### src/rtl/penc_pkg.sv
// Shared types and helpers for the draining priority encoder.
//   state_e    : FSM encoding (IDLE accepts a vector, DRAIN emits its beats)
//   clog2_min1 : ceil(log2(n)) clamped to at least 1, for safe port widths
package penc_pkg;

  typedef enum logic [0:0] {
    IDLE  = 1'b0,
    DRAIN = 1'b1
  } state_e;

  function automatic int unsigned clog2_min1(input int unsigned n);
    int unsigned w;
    w = (n <= 1) ? 1 : $clog2(n);
    return w;
  endfunction

endpackage

### src/rtl/penc_core.sv
// Combinational priority core used on the pending register.
// Ports:
//   vec    in   N    vector to encode; bit N-1 has highest priority
//   idx    out  IW   index of the highest set bit (0 when vec is zero)
//   any    out  1    at least one bit set
//   onehot out  1    exactly one bit set
module penc_core
  import penc_pkg::*;
#(
  parameter int unsigned N  = 8,
  localparam int unsigned IW = clog2_min1(N)
) (
  input  logic [N-1:0]  vec,
  output logic [IW-1:0] idx,
  output logic          any,
  output logic          onehot
);

  always_comb begin
    idx = '0;
    // Ascending scan: the last hit wins, leaving the highest set bit.
    for (int i = 0; i < N; i++) begin
      if (vec[i]) idx = i[IW-1:0];
    end
  end

  assign any    = |vec;
  // Clearing the lowest set bit leaves zero only for a single-bit vector.
  assign onehot = any && ((vec & (vec - N'(1))) == '0);

endmodule

### src/rtl/priority_encoder_drain.sv
// Clocked priority encoder: accepts an N-bit request vector via valid/ready,
// then emits the index of every set bit, highest first, one per output beat.
// An all-zero vector yields a single beat flagged with out_zero.
// Optional feature macro: PENC_COUNT_EN adds out_cnt (bits still pending).
// Ports:
//   clk        in   1    rising-edge clock
//   rst        in   1    asynchronous active-high reset
//   in_valid   in   1    request vector valid
//   in_ready   out  1    high only in IDLE
//   in_req     in   N    request vector
//   out_valid  out  1    beat valid (DRAIN)
//   out_ready  in   1    consumer accepts current beat
//   out_idx    out  IW   highest pending index
//   out_last   out  1    final beat of this vector
//   out_zero   out  1    accepted vector was all-zero
//   out_cnt    out  CW   pending popcount incl. current beat (PENC_COUNT_EN)
module priority_encoder_drain
  import penc_pkg::*;
#(
  parameter int unsigned N  = 8,
  localparam int unsigned IW = clog2_min1(N),
  localparam int unsigned CW = clog2_min1(N + 1)
) (
  input  logic          clk,
  input  logic          rst,
  input  logic          in_valid,
  output logic          in_ready,
  input  logic [N-1:0]  in_req,
  output logic          out_valid,
  input  logic          out_ready,
  output logic [IW-1:0] out_idx,
  output logic          out_last,
`ifdef PENC_COUNT_EN
  output logic [CW-1:0] out_cnt,
`endif
  output logic          out_zero
);

  state_e       state_q, state_d;
  logic [N-1:0] pending_q, pending_d;
  logic [N-1:0] clr_mask;
  logic [IW-1:0] hi_idx;
  logic         pend_any, pend_onehot;
  logic         in_drain, xfer;

  penc_core #(
    .N(N)
  ) u_core (
    .vec    (pending_q),
    .idx    (hi_idx),
    .any    (pend_any),
    .onehot (pend_onehot)
  );

  assign in_drain  = (state_q == DRAIN);
  assign in_ready  = !in_drain;
  assign out_valid = in_drain;
  // Pending is cleared on every return to IDLE, so hi_idx is already 0 there.
  assign out_idx   = hi_idx;
  // A zero vector in DRAIN is its own (single, final) beat.
  assign out_zero  = in_drain && !pend_any;
  assign out_last  = in_drain && (pend_onehot || !pend_any);
  assign xfer      = out_valid && out_ready;

  always_comb begin
    clr_mask         = '0;
    clr_mask[hi_idx] = 1'b1;
  end

  always_comb begin
    state_d   = state_q;
    pending_d = pending_q;
    unique case (state_q)
      IDLE: begin
        // in_req is only sampled under in_valid, keeping X/Z out of state.
        if (in_valid) begin
          pending_d = in_req;
          state_d   = DRAIN;
        end
      end
      DRAIN: begin
        if (xfer) begin
          if (out_last) begin
            pending_d = '0;
            state_d   = IDLE;
          end else begin
            pending_d = pending_q & ~clr_mask;
          end
        end
      end
      default: begin
        pending_d = '0;
        state_d   = IDLE;
      end
    endcase
  end

  always_ff @(posedge clk or posedge rst) begin
    if (rst) begin
      state_q   <= IDLE;
      pending_q <= '0;
    end else begin
      state_q   <= state_d;
      pending_q <= pending_d;
    end
  end

`ifdef PENC_COUNT_EN
  always_comb begin
    out_cnt = '0;
    for (int i = 0; i < N; i++) begin
      out_cnt = out_cnt + CW'(pending_q[i]);
    end
  end
`endif

endmodule

### config.mk
export PLATFORM = sky130hd
export DESIGN_NAME = priority_encoder_drain
export DESIGN_NICKNAME = d
export VERILOG_FILES = /design/src/rtl/penc_pkg.sv /design/src/rtl/penc_core.sv /design/src/rtl/priority_encoder_drain.sv
export SDC_FILE = /design/constraint.sdc
export NUM_CORES = 1
export LEC_CHECK = 0
export CORE_MARGIN = 3
export CORE_UTILIZATION = 40
export DETAILED_ROUTE_END_ITERATION = 8
export GPL_ROUTABILITY_DRIVEN = 0
export PLACE_DENSITY = 0.72
export SYNTH_ARGS = -nofsm -noshare
export SYNTH_HDL_FRONTEND = slang
export SYNTH_SLANG_ARGS = --single-unit
export TNS_END_PERCENT = 100
### constraint.sdc
create_clock -name clk -period 4.3 [get_ports clk]
set_input_delay 0.86 -clock clk [delete_from_list [all_inputs] [get_ports clk]]
set_output_delay 0.86 -clock clk [all_outputs]
set_load 0.01 [all_outputs]
==> impl_metrics.ini <==
[power_and_ir_drop]
pwr-share-comb_pct = 58.2
p_total_mw = 0.598
p_leak_nw = 0.332
p_int_mw = 0.346
peakVddDrop_v = 0.000421
power_frac_clock_pct = 11.6
seq_power_share_pct = 30.2
p_per_area_mw_per_mm2 = 778
swShare_pct = 42.1
p_switching_mw = 0.251

[setup_path]
critPathMostFrequentCell = or4_4
worstSetupPathType = flop to output pin
end_kind = output pin
worst_ep_arrival_time_ns = 2.56
slowest_delay_ns = 0.57
crit_required_ns = 3.44
path_max_fanout = 8
cpMaxStageDelayCell = or4_4
cp_cell_sequence = or4_4 > or4_4 > a311oi_2 > clkdlybuf4s50_1
start_kind = flop

[routing]
dr.pass1.iters = 4
ant_nets = 0
drt-wirelength-per-cell_um = 14.8
post-route-drc-count = 0
viasPerCell = 5.91
drtIter0Drc = 18
wirelength_mm = 1.42
vias = 567

[cts]
clk_pin_slew_worst_paths_ns = 0.07
cts.sinks = 9
ctsHoldBuffers = 0
cts_tree = yes
clock_latency_ns = 0.27
cts_buffers = 3
cts-resized-gates = 0
cts.path.max_buffers = 2
post_cts_buffers = 0
clockRootBuffer = clkbuf_4
htree_num_levels = 1

[final_layout]
finalNetCount = 95
mostFrequentLayoutCell = clkdlybuf4s50_1
fin_cells = 96
final_cell_mix = clkdlybuf4s50_1, dfrtp_1, nor2_1
antenna_cells = 0
area_growth_pct = 38.0
drive_gt1_share_pct = 7.32

[place]
dpl.hpwl_mm = 1.05
port-buffer-count = 18
dp_cells = 92
place_ws_ns = 1.17

[floorplanning]
rows = 12
core_sq_mm = 0.00120
die_h_um = 43.3
die_area_sq_mm = 0.00188
dieWidth_um = 43.3
start_util_pct = 46.4
ioPinCount = 19

[synthesis]
netlist_area_sq_um = 557
syn_avg_cell_area_sq_um = 8.84
yosysWarnings = 0
synth.net_count = 75
synthesis.instances = 63
synth_seq_cells = 9
synth_cell_types = 28
yosysSeqAreaShare_pct = 40.4

[outcome]
status = finished, final reports clean

[sta]
finalCritPeriodShare_pct = 79.5
fin_skew_ns = 0.00569
setup_viol = 0
max_freq_mhz = 293
rsz0062_at_grt = false
setup_tns_ns = 0
slew_headroom_pct = 58.7
drv_slew = 0
worstMarginPinSlew_ns = 0.618
fin_crit_ns = 3.42
finalHoldViolations = 0
fin_ws_ns = 0.883

[global_route]
grt_usage_pct = 17.3
grt_pass1_vias = 527
antenna_found_initial = 0
grt_pass1_wl_mm = 2.42
gr-total-overflow = 0
grt_max_degree = 13

[run]
drv_cap = 0

[hold_path]
hold_path_class = flop to flop
## power groups by stage
stage	Clock (mW)	Combinational, mW	Sequential (mW)
after floorplan	0	0.224	0.158
after global placement	0	0.343	0.177
after detailed placement	0	0.347	0.179
after CTS	0.0706	0.349	0.178
after global routing	0.0766	0.388	0.187
final	0.0692	0.348	0.181
## worst paths after layout
kind	end	slack, ns	depth (start not counted)	from
worst max-delay path	out_last	0.88	4	pending_q[2]
worst min-delay path	pending_q[7]	0.62	1	pending_q[7]
worst max register to register	pending_q[0]	2.33	4	pending_q[2]
worst min register to register	pending_q[7]	0.62	1	pending_q[7]
max in group asynchronous	pending_q[1]	3.18	2	rst
min in group asynchronous	pending_q[7]	0.85	2	rst
## through the flow
stage | utilization [%] | hold WS [ns] | instance area, sq um
floorplan | - | 0.527 | 557
global placement | 61.8 | 0.587 | 742
detailed placement | 61.8 | 0.586 | 742
CTS | 64.0 | 0.611 | 768
global route | 64.0 | 0.649 | 768
finish | 64.0 | 0.617 | 768
## routing by layer
metal | track usage, % | share of wire, %
met4 | 7.23 | 1.2
met1 | 25.1 | 49
met5 | 0 | 0
met2 | 24.5 | 44
met3 | 3.81 | 5.9
## Yosys cell counts (all sizes together)
cell type / n / share of area [%]
buf: 1 / 0.90
a21o: 2 / 2.7
nor2b: 1 / 1.1
maj3: 1 / 1.8
mux2i: 1 / 1.8
or2: 1 / 1.1
nand3b: 1 / 1.3
a211oi: 1 / 1.3
dfrtp: 9 / 40
o21ai: 4 / 3.6
o31ai: 1 / 1.3
a22oi: 2 / 2.7
o21bai: 1 / 1.3
o311ai: 2 / 3.1
a22o: 3 / 4.7
clkbuf: 2 / 1.3
nand2b: 1 / 1.1
or3: 1 / 1.1
nor2: 6 / 4.0
a21oi: 3 / 2.7
o211ai: 1 / 1.3
or4: 3 / 5.4
inv: 4 / 2.7
nand2: 5 / 3.4
nor3: 4 / 3.6
a311oi: 1 / 2.7
a31oi: 1 / 1.1
## cells by family (layout without fill, tap and decap cells)
| family | count (synthesis) | after routing | synth area share [%] |
|---|---|---|---|
| adders and majority gates | 1 | 1 | 1.80 |
| AOI/OAI and AO/OA | 22 | 22 | 28.8 |
| and+or+nand+nor | 23 | 23 | 22.3 |
| DFF | 9 | 9 | 40.5 |
| buffers and inverters | 7 | 26 | 4.94 |
| muxes | 1 | 1 | 1.80 |
## critical path, delay by kind of cell (launching register included)
kind	cells	cell delay, ns
AO/OA/AOI/OAI	1	0.26
flip-flops	1	0.46
AND/OR/NAND/NOR	2	1.01
buffers and inverters	1	0.57
## sequential cells by signal (all words and copies together) (netlist names)
signal and count:
out_valid 1, pending_q 8
## area by class of cell
cell class | count | area [sq um]
Timing Repair Buffer | 18 | 180
Inverter | 4 | 15.0
Clock buffer | 4 | 26.3
Fill cell | 120 | 433
Tap cell | 14 | 17.5
Multi-Input combinational cell | 47 | 304
Sequential cell | 9 | 225
Power figures use the tool's default switching activity.
